===== config.mk =====
export PLATFORM = sky130hd
export DESIGN_NAME = vend_dispense_ctrl_flat
export DESIGN_NICKNAME = d
export VERILOG_FILES = /design/src/rtl/vend_dispense_ctrl_if.sv /design/src/rtl/vend_dispense_ctrl.sv /design/src/flat_wrapper.sv
export SDC_FILE = /design/constraint.sdc
export NUM_CORES = 1
export LEC_CHECK = 0
export CAP_MARGIN = 20
export CORE_MARGIN = 3
export CORE_UTILIZATION = 53
export CTS_CLUSTER_SIZE = 12
export DETAILED_ROUTE_END_ITERATION = 10
export HOLD_SLACK_MARGIN = 0.12
export PLACE_DENSITY = 0.77
export SYNTH_ARGS = -nofsm -noshare
export SYNTH_HDL_FRONTEND = slang
export SYNTH_SLANG_ARGS = --single-unit

===== constraint.sdc =====
create_clock -name clk -period 2.1 [get_ports clk]
set_input_delay 0.42 -clock clk [delete_from_list [all_inputs] [get_ports clk]]
set_output_delay 0.42 -clock clk [all_outputs]
set_load 0.02 [all_outputs]

===== src/rtl/vend_dispense_ctrl_if.sv =====
// Vending dispense controller bus: coin path, sale
// handshake, actuator drives and fault status.
interface vend_dispense_ctrl_if;
  logic [1:0] coin_in;
  logic [1:0] coin_out;
  logic       coin_reject;
  logic       sell;
  logic [1:0] change;
  logic       motor_on;
  logic       item_sense;
  logic       chg_eject;
  logic       busy;
  logic       fault;
  logic       fault_clr;

  modport master (
    output coin_in,
    output sell,
    output change,
    output item_sense,
    output fault_clr,
    input  coin_out,
    input  coin_reject,
    input  motor_on,
    input  chg_eject,
    input  busy,
    input  fault
  );

  modport slave (
    input  coin_in,
    input  sell,
    input  change,
    input  item_sense,
    input  fault_clr,
    output coin_out,
    output coin_reject,
    output motor_on,
    output chg_eject,
    output busy,
    output fault
  );
endinterface


===== src/rtl/vend_dispense_ctrl.sv =====
// Dispense sequencer: motor, item-drop wait, change
// ejection and coin blocking after each sale.
module vend_dispense_ctrl #(
  parameter int DISP_CYCLES = 4,
  parameter int CHG_CYCLES  = 2,
  parameter int TIMEOUT     = 255,
  parameter int CNT_W       = 8
) (
  input  logic                 clk,
  input  logic                 rst,
  vend_dispense_ctrl_if.slave  bus
);

  localparam logic [2:0] S_IDLE  = 3'd0;
  localparam logic [2:0] S_DISP  = 3'd1;
  localparam logic [2:0] S_WAIT  = 3'd2;
  localparam logic [2:0] S_CHG   = 3'd3;
  localparam logic [2:0] S_GAP   = 3'd4;
  localparam logic [2:0] S_FAULT = 3'd5;

  localparam logic [CNT_W-1:0] DISP_LAST =
    CNT_W'(DISP_CYCLES - 1);
  localparam logic [CNT_W-1:0] CHG_LAST =
    CNT_W'(CHG_CYCLES - 1);
  localparam logic [CNT_W-1:0] TMO_LAST =
    CNT_W'(TIMEOUT - 1);
  localparam logic [CNT_W-1:0] CNT_MAX = '1;

  logic [2:0]       state_q, state_d;
  logic [CNT_W-1:0] timer_q, timer_d;
  logic [CNT_W-1:0] timer_inc;
  logic [1:0]       chg_cnt_q, chg_cnt_d;
  logic             item_seen_q, item_seen_d;
  logic             motor_on_q, motor_on_d;
  logic             chg_eject_q, chg_eject_d;
  logic             busy_q, busy_d;
  logic             fault_q, fault_d;
  logic             coin_reject_q, coin_reject_d;
  logic             coin_valid;
  logic             chg_left;

  assign coin_valid = (bus.coin_in == 2'b01) ||
                      (bus.coin_in == 2'b10);
  assign chg_left   = (chg_cnt_q != 2'd0);

  // Saturating increment of the shared cycle timer
  always_comb begin
    timer_inc = timer_q;
    if (timer_q != CNT_MAX) begin
      timer_inc = timer_q + 1'b1;
    end
  end

  // Next-state, timer, change count and item latch
  always_comb begin
    state_d     = state_q;
    timer_d     = timer_inc;
    chg_cnt_d   = chg_cnt_q;
    item_seen_d = item_seen_q;
    unique case (state_q)
      S_IDLE: begin
        timer_d = '0;
        if (bus.sell) begin
          state_d     = S_DISP;
          chg_cnt_d   = bus.change;
          item_seen_d = 1'b0;
        end
      end
      S_DISP: begin
        if (bus.item_sense) begin
          item_seen_d = 1'b1;
        end
        if (timer_q == DISP_LAST) begin
          state_d = S_WAIT;
          timer_d = '0;
        end
      end
      S_WAIT: begin
        if (item_seen_q || bus.item_sense) begin
          timer_d = '0;
          state_d = chg_left ? S_CHG : S_IDLE;
        end else if (timer_q == TMO_LAST) begin
          timer_d = '0;
          state_d = S_FAULT;
        end
      end
      S_CHG: begin
        if (timer_q == CHG_LAST) begin
          timer_d = '0;
          state_d = S_GAP;
          if (chg_left) begin
            chg_cnt_d = chg_cnt_q - 2'd1;
          end
        end
      end
      S_GAP: begin
        if (timer_q == CHG_LAST) begin
          timer_d = '0;
          state_d = chg_left ? S_CHG : S_IDLE;
        end
      end
      S_FAULT: begin
        timer_d = '0;
        if (bus.fault_clr) begin
          state_d   = S_IDLE;
          chg_cnt_d = 2'd0;
        end
      end
      default: begin
        state_d   = S_IDLE;
        timer_d   = '0;
        chg_cnt_d = 2'd0;
      end
    endcase
  end

  // Outputs registered from the next state so they
  // change on the same edge as the state itself
  always_comb begin
    motor_on_d    = (state_d == S_DISP);
    chg_eject_d   = (state_d == S_CHG);
    busy_d        = (state_d != S_IDLE);
    fault_d       = (state_d == S_FAULT);
    coin_reject_d = busy_q && coin_valid;
  end

  // State and output registers
  always_ff @(posedge clk or posedge rst) begin
    if (rst) begin
      state_q       <= S_IDLE;
      timer_q       <= '0;
      chg_cnt_q     <= 2'd0;
      item_seen_q   <= 1'b0;
      motor_on_q    <= 1'b0;
      chg_eject_q   <= 1'b0;
      busy_q        <= 1'b0;
      fault_q       <= 1'b0;
      coin_reject_q <= 1'b0;
    end else begin
      state_q       <= state_d;
      timer_q       <= timer_d;
      chg_cnt_q     <= chg_cnt_d;
      item_seen_q   <= item_seen_d;
      motor_on_q    <= motor_on_d;
      chg_eject_q   <= chg_eject_d;
      busy_q        <= busy_d;
      fault_q       <= fault_d;
      coin_reject_q <= coin_reject_d;
    end
  end

  // Coins pass straight through unless blocked
  assign bus.coin_out =
    (busy_q || bus.coin_in == 2'b11) ? 2'b00
                                     : bus.coin_in;
  assign bus.coin_reject = coin_reject_q;
  assign bus.motor_on    = motor_on_q;
  assign bus.chg_eject   = chg_eject_q;
  assign bus.busy        = busy_q;
  assign bus.fault       = fault_q;

endmodule

===== src/flat_wrapper.sv =====
// flat-port wrapper written by rule: the top's interface ports become plain ports
module vend_dispense_ctrl_flat 
#(
  parameter int DISP_CYCLES = 4,
  parameter int CHG_CYCLES  = 2,
  parameter int TIMEOUT     = 255,
  parameter int CNT_W       = 8
)
  (clk, rst, bus_coin_in, bus_sell, bus_change, bus_item_sense, bus_fault_clr, bus_coin_out, bus_coin_reject, bus_motor_on, bus_chg_eject, bus_busy, bus_fault);
  vend_dispense_ctrl_if bus_i ();
  input  logic clk;
  input  logic rst;
  input wire logic [$bits(bus_i.coin_in)-1:0] bus_coin_in;
  input wire logic [$bits(bus_i.sell)-1:0] bus_sell;
  input wire logic [$bits(bus_i.change)-1:0] bus_change;
  input wire logic [$bits(bus_i.item_sense)-1:0] bus_item_sense;
  input wire logic [$bits(bus_i.fault_clr)-1:0] bus_fault_clr;
  output wire logic [$bits(bus_i.coin_out)-1:0] bus_coin_out;
  output wire logic [$bits(bus_i.coin_reject)-1:0] bus_coin_reject;
  output wire logic [$bits(bus_i.motor_on)-1:0] bus_motor_on;
  output wire logic [$bits(bus_i.chg_eject)-1:0] bus_chg_eject;
  output wire logic [$bits(bus_i.busy)-1:0] bus_busy;
  output wire logic [$bits(bus_i.fault)-1:0] bus_fault;
  assign bus_i.coin_in = bus_coin_in;
  assign bus_i.sell = bus_sell;
  assign bus_i.change = bus_change;
  assign bus_i.item_sense = bus_item_sense;
  assign bus_i.fault_clr = bus_fault_clr;
  assign bus_coin_out = bus_i.coin_out;
  assign bus_coin_reject = bus_i.coin_reject;
  assign bus_motor_on = bus_i.motor_on;
  assign bus_chg_eject = bus_i.chg_eject;
  assign bus_busy = bus_i.busy;
  assign bus_fault = bus_i.fault;
  vend_dispense_ctrl #(.DISP_CYCLES(DISP_CYCLES), .CHG_CYCLES(CHG_CYCLES), .TIMEOUT(TIMEOUT), .CNT_W(CNT_W)) u_core (.clk(clk), .rst(rst), .bus(bus_i));
endmodule

== Yosys cells after proc, flatten, opt, wreduce, memory -nomap -nowiden ==
Cells that the tools add are included.
Operators by class
  shift-type cells: 0
  add/sub/neg operators: 2
  bitwise operators: 1
  divide/modulo/power cells: 0
  reduce and logical (&&, ||, !) cells: 12
  multiply operators: 0
  equality and inequality tests: 20
  mux-type cells: 24
  $lt $le $gt $ge: 0
Operator list (number)
  $mux 8: 5
  $pmux 8 s3: 1
  $mux 3: 7
  $pmux 3 s6: 1
  $mux 2: 6
  $eq 3x2->1 const B: 3
  $eq 3x3->1 const B: 3
  $add 8x1->8 const B: 1
  $eq 8x1->1 const B: 1
  $eq 8x2->1 const B: 1
  $eq 8x8->1 const B: 1
  $ne 8x8->1 const B: 1
  $pmux 2 s4: 1
  $eq 3x1->1 const B: 2
  $ne 2x2->1 const B: 3
  $reduce_and 5->1: 1
  $eq 2x2->1 const B: 2
  $ne 2x1->1 const B: 2
  $reduce_bool 2->1: 2
  $logic_not 3->1: 1
  $logic_or 1x1->1: 3
  $reduce_and 3->1: 1
  $reduce_bool 3->1: 1
  $reduce_or 3->1: 1
  7 further kinds: 8
Storage, ports and cells
  latch bits: 0
  output and inout port bits: 7
  RAM bits: 0
  memories: 0
  input port bits: 9
  ROM bits: 0
  bits in registers: 19

== Longest topological paths before layout ==
  depth after elaboration: 5
  gate-level depth with buffers: 7

== Least setup slack after synthesis ==
Ideal clock, no wire load.
  kind: register to register
  from: register u_core.timer_q[2]
  to: register u_core.busy_q (netlist: u_core.bus.busy)
  setup slack: 0.422 ns
  data required time: 1.960 ns
  clock period less this slack: 1.678 ns
  library setup time: 0.140 ns
  stages on the path, launching flop included: 6
  data arrival time: 1.538 ns
  path buffers: 0
  cell sequence: dfrtp_1 nor4_4 nand3_2 a22o_1 a221oi_2 nand3_1
Between the ends
  word-level cells in the longest chain between the ends: 5
  elaborated cells on any way between the ends: 10
RTL lines
  from (decl): line vend_dispense_ctrl.sv:30  | logic [CNT_W-1:0] timer_q, timer_d;
  from (signal assigned): line vend_dispense_ctrl.sv:141  | timer_q <= timer_d;
  $eq 8x8->1: line vend_dispense_ctrl.sv:82  | end else if (timer_q == TMO_LAST) begin
  $mux 3: line vend_dispense_ctrl.sv:82
  $mux 3: line vend_dispense_ctrl.sv:79  | if (item_seen_q || bus.item_sense) begin
  $pmux 3 s6 *: line vend_dispense_ctrl.sv:60  | unique case (state_q)
  $reduce_bool 3->1 *: line vend_dispense_ctrl.sv:122  | busy_d = (state_d != S_IDLE);
  via u_core.busy_d: line vend_dispense_ctrl.sv:36  | logic busy_q, busy_d;
  to (signal assigned): line vend_dispense_ctrl.sv:146  | busy_q <= busy_d;
  to (decl): line vend_dispense_ctrl.sv:36
The timed path passes the listed nets; every way through them passes the cells marked *.
A chain may end at the register's enable or synchronous reset.

== Worst setup path in the final report ==
  from: input port bus_coin_in[0]
  to: output port bus_coin_out[0]
Between the ends
  word-level cells in the longest chain between the ends: 3
RTL lines
  from (decl): line flat_wrapper.sv:13  | input wire logic [$bits(bus_i.coin_in)-1:0] bus_coin_in;
  $eq 2x2->1: line vend_dispense_ctrl.sv:154  | (busy_q || bus.coin_in == 2'b11) ? 2'b00
  $logic_or 1x1->1: line vend_dispense_ctrl.sv:154
  $mux 2 *: line vend_dispense_ctrl.sv:154
  to (decl): line flat_wrapper.sv:18  | output wire logic [$bits(bus_i.coin_out)-1:0] bus_coin_out;
Mark *: on every way between the ends. The rest lies on a longest branch, timed or not.

==> flow_summary.json <==
{
  "first_pass_iters": 4,
  "hold_class": "in2async",
  "fillCellCount": 183,
  "drt_iter0_drc": 22,
  "rsz0062_at_grt": "no",
  "period_needed_ns": 1.93,
  "clockBufferDepth": 2,
  "synth_simple_gate_area_share_pct": 26.8,
  "syn_nets": 145,
  "path_cells": "clkdlybuf4s50_1 > ha_1 > nor3b_1 > clkbuf_2",
  "dp_hpwl_mm": 1.81,
  "grt_max_degree": 20,
  "cp.required_ns": 1.68,
  "leakage_nw": 0.573,
  "grt.total_usage_pct": 20.2,
  "ioPinCount": 16,
  "synth_top_area_share_pct": 40.4,
  "yosys.area_share.adder_pct": 5.32,
  "drv_cap": 0,
  "power_frac_seq_pct": 43.6,
  "critPathBufInv": 2,
  "setup_viol": 0,
  "netSwitchingFraction_pct": 43.4,
  "met2_usage_pct": 33.9,
  "synthXorXnorAreaFrac_pct": 2.23,
  "multiInputGateArea_um2": 646,
  "drtAntennaViolNets": 0,
  "cp_max_fo": 2,
  "cp.arrival_ns": 1.51,
  "p_comb_share_pct": 44.8,
  "synth.mux.area_fraction_pct": 1.91,
  "gp_routability_congestion": 0.904,
  "synth_top_family_by_area": "simple AND/OR/NAND/NOR gates",
  "cp_slowest_cell": "clkdlybuf4s50_1",
  "seq_area_frac_synth_pct": 40.4,
  "finalCritPeriodShare_pct": 92.0,
  "antenna_found_initial": 0,
  "peakVddDrop_mv": 0.768,
  "ys.flop_type": "dfrtp_1",
  "core_area_mm2": 0.00202,
  "rows": 16,
  "synth_seq_cells": 19,
  "power_switching_mw": 0.697,
  "crit_path_end_kind": "output pin",
  "max_stage_delay_ns": 0.43,
  "met1_usage_pct": 25.3,
  "wl_mm": 2.42,
  "synth_edf_count": 0,
  "post_drt_wl_per_cell_um": 14.0,
  "drc_errors": 0,
  "clockRootBuffer": "clkbuf_4",
  "finClkSkew_ns": 0.00246,
  "status": "finished clean",
  "worstMarginPinSlew_ns": 0.415,
  "synth_area_leaders": "dfrtp_1 (40%), nor2_1 (5.7%), ha_1 (5.3%)",
  "path_class": "in2out",
  "cts_setup_buffers": 0,
  "cts.clk_slew.worst_paths_ns": 0.11,
  "post_route_cells_drive_above_1_share_pct": 13.0,
  "grt.busiest_layer": "met2",
  "cts_num_sinks": 19,
  "cp_top_family": "buffers and inverters",
  "p_clk_share_pct": 11.6,
  "grt_pass1_wl_mm": 4.23,
  "final_max_slew_viol_count": 0,
  "maxSlewHeadroom_pct": 72.3,
  "cts_tree": "built",
  "grt_pass1_vias": 990,
  "final_util_pct": 67.6,
  "die-width_um": 53.1,
  "max_freq_mhz": 518,
  "start_util_pct": 58.2,
  "postSynthAreaPerCell_um2": 8.98,
  "num_antenna_cells": 0,
  "syn_to_final_growth_pct": 16.2,
  "die_h_um": 53.1,
  "cts_buffers": 3,
  "clock_latency_ns": 0.29,
  "synth_warnings": 0,
  "post-place-cells": 169,
  "postSynthCellCount": 131,
  "internal-power_mw": 0.908,
  "gr-total-overflow": 0,
  "synth_commonest_cells": "dfrtp_1 (19), nor2_1 (18), nand2_1 (12)",
  "cts.htree.levels": 1,
  "synth_top_area_cell": "dfrtp_1",
  "async_flop_share_pct": 100,
  "finalSetupTns_ns": 0,
  "synthesis.area_mm2": 0.00118,
  "regArea_um2": 475,
  "viasPerCell": 5.72,
  "pwr_density_cell_mw_per_mm2": 1170,
  "portBuffers": 15,
  "fin_cells": 173,
  "die_area_mm2": 0.00282,
  "cp-start-kind": "input port",
  "yosysMostFrequentCell": "dfrtp_1",
  "power_mw": 1.60,
  "grtUsageMet3_pct": 3.10,
  "reg2reg_setup_slack_ns": 0.20,
  "final_nets": 161,
  "synthDistinctLibCells": 40,
  "hold_violations": 0,
  "synth_compound_gate_area_share_pct": 18.6,
  "num_vias": 990
}
-- state kept, by name, indices dropped and copies added (netlist names) --
signal,cells
u_core.bus.busy,1
u_core.bus.chg_eject,1
u_core.bus.coin_reject,1
u_core.bus.fault,1
u_core.bus.motor_on,1
u_core.chg_cnt_q,2
u_core.item_seen_q,1
u_core.state_q,3
u_core.timer_q,8
-- placed cells by master (no fill, tap or decap), types with 2 or more instances in the layout --
master           count
a211oi_1             2
a21oi_1              9
a31oi_1              4
clkbuf_2             2
clkbuf_4             3
clkdlybuf4s50_1     13
dfrtp_1             19
ha_1                 5
inv_1                9
mux2_2               2
nand2_1             12
nand2b_1             4
nand3_1              4
nand4_1              2
nor2_1              18
nor3_1               4
nor3b_1              4
nor4_1               2
o21a_1               2
o21ai_0              3
xnor2_1              2
-- path summary, 6_finish.rpt --
check / from / to / cells past startpoint
hold reg to reg: u_core.chg_cnt_q[1]$_DFFE_PP0P_ / u_core.chg_cnt_q[1]$_DFFE_PP0P_ / 1
max in group asynchronous: rst / u_core.timer_q[1]$_DFF_PP0_ / 3
min in group clk: u_core.chg_cnt_q[1]$_DFFE_PP0P_ / u_core.chg_cnt_q[1]$_DFFE_PP0P_ / 1
hold / removal: rst / u_core.state_q[0]$_DFF_PP0_ / 3
setup / recovery: bus_coin_in[0] / bus_coin_out[0] / 4
setup reg to reg: u_core.timer_q[2]$_DFF_PP0_ / u_core.bus.busy$_DFF_PP0_ / 5
-- power groups by stage --
stage | Clock, mW | Sequential, mW | Combinational [mW]
after floorplan | 0 | 0.647 | 0.591
after global placement | 0 | 0.696 | 0.699
after detailed placement | 0 | 0.705 | 0.719
after CTS | 0.195 | 0.697 | 0.725
after global routing | 0.214 | 0.729 | 0.819
final | 0.187 | 0.699 | 0.719
-- metal layers --
| layer | vias up | part of all wire (%) |
|---|---|---|
| li1 | 496 | - |
| met1 | 471 | 45 |
| met2 | 21 | 50 |
| met3 | 2 | 4.6 |
| met4 | 0 | 0.70 |
| met5 | - | 0 |
-- cell type report --
cell class	instances	area share (%)
clock buffer	3	1.65
clock inverter	1	0.549
inverter	9	2.47
multi-input combinational	98	47.3
sequential	19	34.8
tap	27	2.47
timing repair buffer	16	10.8
-- tightest hold or removal path, stage by stage --
cell             delay (ns)
clkdlybuf4s50_1        0.39
inv_1                  0.05
buf_4                  0.25
-- kinds of logic (layout without fill, tap and decap cells) --
kind of cell	Yosys count	in the layout
AO/OA/AOI/OAI	30	30
flip-flops	19	19
XOR/XNOR	3	3
AND/OR/NAND/NOR	58	58
adder cells (fa/ha/maj)	5	5
buffers and inverters	14	29
multiplexers	2	2
-- through the flow --
step	instance area [um2]	hold slack (ns)	setup WS [ns]
floorplan	1180	0.371	0.422
global placement	1350	0.490	-0.180
detailed placement	1350	0.502	-0.295
CTS	1380	0.434	0.00891
global route	1370	0.442	0.0786
finish	1370	0.437	0.168
-- what timing repair did --
item	CTS	global route
endpoints found under the setup margin	2	2
hold endpoints to repair	0	0
pin swaps	0	0
hold buffers	0	0
gates resized for setup	3	5
(Power assumes the default switching activity.)
